### src/rtl/program_loader.sv
// Boot loader: packs a little-endian byte stream into 32-bit words, writes them
// to program memory, and holds the core in reset until the requested count lands.
module program_loader #(
  parameter int MEMORY_DEPTH = 32,
  parameter int DATA_WIDTH   = 32
) (
  input  logic                  clk,
  input  logic                  reset,
  input  logic                  start_i,
  input  logic [15:0]           num_words_i,
  input  logic                  byte_valid_i,
  input  logic [7:0]            byte_i,
  output logic                  byte_ready_o,
  output logic                  mem_we_o,
  output logic [DATA_WIDTH-1:0] mem_addr_o,
  output logic [DATA_WIDTH-1:0] mem_wdata_o,
  output logic                  core_reset_o,
  output logic                  done_o,
  output logic                  error_o
);

  typedef enum logic [2:0] {
    S_IDLE,
    S_LOAD,
    S_WRITE,
    S_DONE,
    S_ERROR
  } state_t;

  // One extra bit so the full 16-bit request compares against the depth without truncation.
  localparam logic [16:0] DEPTH_LIMIT = 17'(MEMORY_DEPTH);

  state_t                state_q;
  logic [15:0]           count_q;
  logic [15:0]           word_idx_q;
  logic [1:0]            byte_cnt_q;
  logic [23:0]           asm_q;
  logic                  ready_q;
  logic                  we_q;
  logic [DATA_WIDTH-1:0] addr_q;
  logic [DATA_WIDTH-1:0] wdata_q;
  logic                  core_reset_q;
  logic                  done_q;
  logic                  error_q;

  logic count_bad;
  assign count_bad = (num_words_i == 16'd0) || ({1'b0, num_words_i} > DEPTH_LIMIT);

  always_ff @(posedge clk) begin
    if (reset) begin
      state_q      <= S_IDLE;
      count_q      <= 16'd0;
      word_idx_q   <= 16'd0;
      byte_cnt_q   <= 2'd0;
      asm_q        <= 24'd0;
      ready_q      <= 1'b0;
      we_q         <= 1'b0;
      addr_q       <= '0;
      wdata_q      <= '0;
      core_reset_q <= 1'b1;
      done_q       <= 1'b0;
      error_q      <= 1'b0;
    end else begin
      we_q <= 1'b0;
      unique case (state_q)
        S_IDLE, S_DONE, S_ERROR: begin
          if (start_i) begin
            done_q       <= 1'b0;
            core_reset_q <= 1'b1;
            if (count_bad) begin
              state_q <= S_ERROR;
              error_q <= 1'b1;
              ready_q <= 1'b0;
            end else begin
              state_q    <= S_LOAD;
              error_q    <= 1'b0;
              ready_q    <= 1'b1;
              count_q    <= num_words_i;
              word_idx_q <= 16'd0;
              byte_cnt_q <= 2'd0;
            end
          end
        end

        S_LOAD: begin
          if (byte_valid_i) begin
            if (byte_cnt_q == 2'd3) begin
              // Last byte goes straight into the write data; the partial word never reaches the port.
              wdata_q    <= DATA_WIDTH'({byte_i, asm_q});
              addr_q     <= DATA_WIDTH'({word_idx_q, 2'b00});
              we_q       <= 1'b1;
              ready_q    <= 1'b0;
              byte_cnt_q <= 2'd0;
              state_q    <= S_WRITE;
            end else begin
              unique case (byte_cnt_q)
                2'd0:    asm_q[7:0]   <= byte_i;
                2'd1:    asm_q[15:8]  <= byte_i;
                default: asm_q[23:16] <= byte_i;
              endcase
              byte_cnt_q <= byte_cnt_q + 2'd1;
            end
          end
        end

        S_WRITE: begin
          if (word_idx_q == count_q - 16'd1) begin
            state_q      <= S_DONE;
            done_q       <= 1'b1;
            core_reset_q <= 1'b0;
          end else begin
            word_idx_q <= word_idx_q + 16'd1;
            state_q    <= S_LOAD;
            ready_q    <= 1'b1;
          end
        end

        default: state_q <= S_IDLE;
      endcase
    end
  end

  assign byte_ready_o = ready_q;
  assign mem_we_o     = we_q;
  assign mem_addr_o   = addr_q;
  assign mem_wdata_o  = wdata_q;
  assign core_reset_o = core_reset_q;
  assign done_o       = done_q;
  assign error_o      = error_q;

endmodule

### config.mk
export PLATFORM = sky130hd
export DESIGN_NAME = program_loader
export DESIGN_NICKNAME = d
export VERILOG_FILES = /design/src/rtl/program_loader.sv
export SDC_FILE = /design/constraint.sdc
export NUM_CORES = 1
export LEC_CHECK = 0
export CAP_MARGIN = 40
export CORE_ASPECT_RATIO = 0.75
export CORE_MARGIN = 4
export CORE_UTILIZATION = 36
export DETAILED_ROUTE_END_ITERATION = 7
export GPL_ROUTABILITY_DRIVEN = 0
export GPL_TIMING_DRIVEN = 0
export HOLD_SLACK_MARGIN = 0.03
export PLACE_DENSITY = 0.57
export SETUP_SLACK_MARGIN = 0.02
export SKIP_LAST_GASP = 1
export SYNTH_ARGS = -nofsm -noshare
export SYNTH_HDL_FRONTEND = slang
export SYNTH_SLANG_ARGS = --single-unit
### constraint.sdc
create_clock -name clk -period 4 [get_ports clk]
set_clock_uncertainty 0.1 [all_clocks]
set_input_delay 0.8 -clock clk [delete_from_list [all_inputs] [get_ports clk]]
set_output_delay 0.8 -clock clk [all_outputs]
set_load 0.01 [all_outputs]
; ---- Word level (Yosys, flattened, before mapping)
; Cells that the tools add are included.
[totals]
reg_bits = 114
inputBits = 28
output_inout_bits = 69
wordCells = 86
[classes]
add_sub_neg = 3
order_cmp = 1
n_eq_ne = 13
muxes = 29
n_bitwise = 5
n_reduce_logical = 21
[ops]
columns = operator, n
row1 = two-way mux 16 bit, 3
row2 = one-hot mux 16 bit (2 select lines), 1
row3 = AND reduction 4 bit, 5
row4 = "adder 16 x 1 -> 16 bit, second input constant", 1
row5 = equality test 16 bit, 1
row6 = "> comparator 16 x 6 -> 1 bit, second input constant", 1
row7 = logical NOT 16 bit, 1
row8 = "subtractor 16 x 1 -> 16 bit, second input constant", 1
row9 = two-way mux 3 bit, 4
row10 = "inequality test 2 bit, second input constant", 6
row11 = AND reduction 3 bit, 4
row12 = two-way mux 1 bit, 11
row13 = two-way mux 2 bit, 5
row14 = one-hot mux 3 bit (3 select lines), 1
row15 = "equality test 3 x 2 -> 1 bit, second input constant", 2
row16 = OR reduction 3 bit, 2
row17 = NOT 1 bit, 5
row18 = AND reduction 5 bit, 1
row19 = one-hot mux 1 bit (2 select lines), 2
row20 = one-hot mux 2 bit (2 select lines), 1
row21 = nonzero test 2 bit, 2
row22 = "equality test 3 x 1 -> 1 bit, second input constant", 1
row23 = "equality test 3 bit, second input constant", 1
row24 = logical NOT 3 bit, 1
row25 = other kinds (9), 9

; ---- Longest topological paths before layout
[depth]
depth_word = 5
depth_mapped = 11
ltp_nobuf = 10

; ---- Least setup slack after synthesis
; OpenSTA, ideal clock, no wires.
[synth_path]
path_kind = input-to-reg
start = input num_words_i[1]
end = register word_idx_q[15]
setup_time_ps = 72
arrival_ps = 2970
required_time_ps = 3828
path_slack_ps = 858
path_stages = 8
path_cell_list = or4_1 > o21a_1 > nor3_1 > nand2_1 > or3_1 > clkbuf_1 > a211oi_1 > mux2i_1
[synth_via]
elab_chain_len = 4
word_cells_on_any_way = 5
[synth_rtl]
columns = item, line
row1 = start: declaration, 10  ; input logic [15:0] num_words_i,
row2 = > comparator 16 x 6 -> 1 bit / logical NOT 16 bit (equally long branches), 47  ; assign count_bad = (num_words_i == 16'd0) || ({1'b0, num_words_i} > DEPTH_LIMIT);
row3 = logical OR 1 bit *, 47
row4 = inequality test 2 bit (no source line) *, --
row5 = AND reduction 4 bit (no source line) *, --
row6 = end signal: assignment, 112  ; word_idx_q <= word_idx_q + 16'd1;
row7 = end: declaration, 35  ; logic [15:0] word_idx_q;
; Mark *: on every way between the ends. The rest lies on a longest branch, timed or not.
; A chain may end at the register's enable or synchronous reset.

; ---- Final worst setup path
[layout_path]
start = register count_q[0]
end = register word_idx_q[1]
[layout_via]
elab_chain_len = 4
[layout_rtl]
columns = item, line
row1 = start: declaration, 34  ; logic [15:0] count_q;
row2 = start signal: assignment, 78  ; count_q <= num_words_i;
row3 = subtractor 16 x 1 -> 16 bit, 107  ; if (word_idx_q == count_q - 16'd1) begin
row4 = equality test 16 bit, 107
row5 = inequality test 2 bit (no source line), --
row6 = AND reduction 4 bit (no source line), --
; No other way between the ends.

==> impl_results.md <==
* Initial Utilization at 37.5%
* Post-route ant nets at 0
* Setup bufs post-CTS at 0
* Fmax achieved at around 270 MHz
* Total routing usage reported by global routing at 18.7%
* Finished Layout Cells at 990
* I/O pin count at 97
* Rows at 37
* Critical path arrival at just under 4 ns
* Final min period at 3.71 ns
* Commonest non-fill, non-tap cell in the layout: nand2_1
* Static Leak at 2.45 nW
* Initial antenna violation count at 0
* Placement Cell Area at 6340 sq um
* Inserted Clock Buffers at 17
* Worst path most repeated cell: nand3_1
* Core Util, Final at about 50%
* Worst-path clk slew at 0.06 ns
* Synth unique cells at between 60 and 70
* Via Count at between 5000 and 6000
* Crit Path Class: flip-flop to flip-flop
* Setup violations, final at 0
* Critical path's slowest cell: a2111oi_0
* P&R area growth vs syn at 32.8%
* Routed len/inst at 15.6 um
* CP Cell Sequence: inv_1 -> ha_1 -> xnor2_1 -> a22o_1 -> a2111oi_0 -> nand3_1 -> or4_4 -> o31ai_4 -> buf_6 -> nand3_1 -> a21oi_1
* Final instance area at 6970 sq um
* Number of synthesized flops with an enable pin at 0
* Placed Cells at approximately 960
* Root Driver: clkbuf_16
* Worst Setup SP: count_q[0]$_SDFFE_PP0P_
* Asr flop ratio synth at 0%
* Post_cts resized at 0
* Synth Flop Type: dfxtp_1
* Mapped Cells at approximately 670
* Power density over cell area at roughly 400 nW/um^2
* Unrepaired setup endpoints after global routing: false
* WL final at 15500 um
* Final hold vios at 0
* Startpoint types: flip-flop
* CTS sink count at ~110
* Total gr overflow at 0
* Fin Hold WS at approximately 0.35 ns
* Drt pass-1 iters at 6
* Worst flop-to-flop path startpoint: count_q[0]$_SDFFE_PP0P_
* HP Class: flip-flop to flip-flop
* Sequential area share after synthesis at a little over two fifths
* Vias in the first global route at 4791
* Critical path fanouts, max at 10
* Mapped cell area at 5250 sq um
* Initial DRC Count at 488
* Worst-case headroom to the max-slew limit at 31.9%
* Tcrit/Tclk final at 92.8%
* CTS tree: done
* Global-route wire length before repair at between 20000 and 30000 um
* Largest stage delay, worst path at 0.89 ns
* Sum Neg Setup Slack at 0 ns
* Seq cells post-synth at 114
* Syn Area/Cell at 7.86 sq um
* Overall die height at 113 um
* VDD IR max at 0.326 mV
* Ys Warns at 0
* Layout cells sized above 1 at 8.18%
* MaxCap Viol Count at 0
* Die Area at 16600 sq um
* Worst Setup End Kind: flip-flop
* Core area at 14000 sq um
* # port buffers at 79
* # diodes at 0
* Via density at 5.13
* DRC viols at 0
* Final Max Tran Viols at 0
* Slew @ Worst Pin at between 0.9 and 1 ns
* Largest net degree at the start of global routing at 17
* Status: finished, final reports clean
* Min-delay src: mem_wdata_o[3]$_SDFFE_PP0P_
* Worst EP required at 4.24 ns
* Hold-fix buffers, CTS at 0
* Commonest cells after routing, fill and taps aside: nand2_1 (167), dfxtp_1 (114), a21oi_1 (89), clkdlybuf4s50_1 (79), clkbuf_1 (44)
* Die W at 147 um
* DP HPWL at 11500 um
* CTS Buffer Depth at 2
* Fillcell total at 1388
* Nets at between 800 and 900
* CTS H-tree lvls at 4
* Skew-Pair Late Insertion Delay at 0.41 ns
layer usage:
metal / share of wire (%) / up-vias / track usage, %
met3: 6.6 / 6 / 3.75
met2: 41 / 169 / 26.9
met1: 52 / 2374 / 28.4
met5: 0 / - / 0
li1: - / 2534 / -
met4: 0.50 / 0 / 4.97
registers in the layout (all words and copies together), names as in the netlist:
signal	flops
mem_we_o	1
done_o	1
word_idx_q	16
core_reset_o	1
mem_wdata_o	32
byte_cnt_q	2
error_o	1
asm_q	24
state_q	3
byte_ready_o	1
count_q	16
mem_addr_o	16
kinds of logic (layout without fill, tap and decap cells):
group / count (synthesis) / count (layout) / share of synthesized area (%)
other: 1 / 16 / 0.0714
adders and majority gates: 6 / 6 / 1.43
xor gates and xnor gates: 14 / 14 / 2.34
muxes: 4 / 4 / 0.787
DFF: 114 / 114 / 43.5
and+or+nand+nor: 295 / 295 / 25.8
AOI/OAI and AO/OA: 155 / 155 / 19.0
buffers and inverters: 79 / 191 / 7.06
where the power goes:
part | total (mW) | switching, mW | internal, mW
sequential | 1.14 | 0.00155 | 1.14
clock | 1.58 | 0.575 | 1.00
combinational | 0.0929 | 0.0524 | 0.0405
through the flow:
stage	total power, mW	setup slack (ns)
finish	2.81	0.289
global route	2.88	0.175
floorplan	1.21	0.858
detailed placement	1.25	-0.156
CTS	2.83	0.230
global placement	1.25	-0.133
final timing paths:
kind / end / slack (ns) / cells after the start
worst max-delay path: word_idx_q[1]$_SDFFE_PP0P_ / 0.29 / 11
worst min-delay path: mem_wdata_o[3]$_SDFFE_PP0P_ / 0.35 / 2
worst max register to register: word_idx_q[1]$_SDFFE_PP0P_ / 0.29 / 11
worst min register to register: mem_wdata_o[3]$_SDFFE_PP0P_ / 0.35 / 2
worst max-delay path: cells and delay by family, from the launching register on:
family,cells,cell delay (ns)
adders and majority gates,1,0.27
and+or+nand+nor,3,0.82
buffers and inverters,2,0.28
AOI/OAI and AO/OA,4,1.61
xor gates and xnor gates,1,0.15
DFF,1,0.40
area by class of cell:
class	instances	area (sq um)	area share, %
buffer	68	329	4.72
sequential	114	2280	32.8
timing repair buffer	80	796	11.4
multi-input combinational	490	2660	38.1
clock buffer	18	439	6.30
clock inverter	14	179	2.57
tap	195	244	3.50
inverter	11	41.3	0.593
cell usage after synthesis, types with 2 or more instances:
cell type	instances	area share (%)
nand2_1	167	12
dfxtp_1	114	43
a21oi_1	89	8.5
clkbuf_1	44	3.1
nand3_1	39	3.7
nor2_1	22	1.6
buf_4	16	2.3
and3_1	14	1.7
a2111o_1	12	2.6
o2111ai_1	11	1.8
inv_1	10	0.72
nor3_1	9	0.86
o21ai_0	8	0.76
xnor2_1	8	1.3
and2_1	6	0.72
ha_1	6	1.4
or3_1	6	0.72
or4_1	6	0.86
xor2_1	6	1.0
buf_2	5	0.48
a31oi_1	4	0.48
nor2b_1	4	0.48
a32oi_1	3	0.50
mux2i_1	3	0.57
nand3b_1	3	0.43
nor4_1	3	0.36
o21ai_1	3	0.29
a211oi_1	2	0.29
a21oi_2	2	0.33
a22oi_1	2	0.29
buf_1	2	0.14
nand2b_1	2	0.24
nand4_1	2	0.24
nor4b_1	2	0.33
o211ai_1	2	0.29
o22ai_1	2	0.24
o31a_1	2	0.33
o31ai_1	2	0.29
o41ai_1	2	0.33
Power figures use the tool's default switching activity.
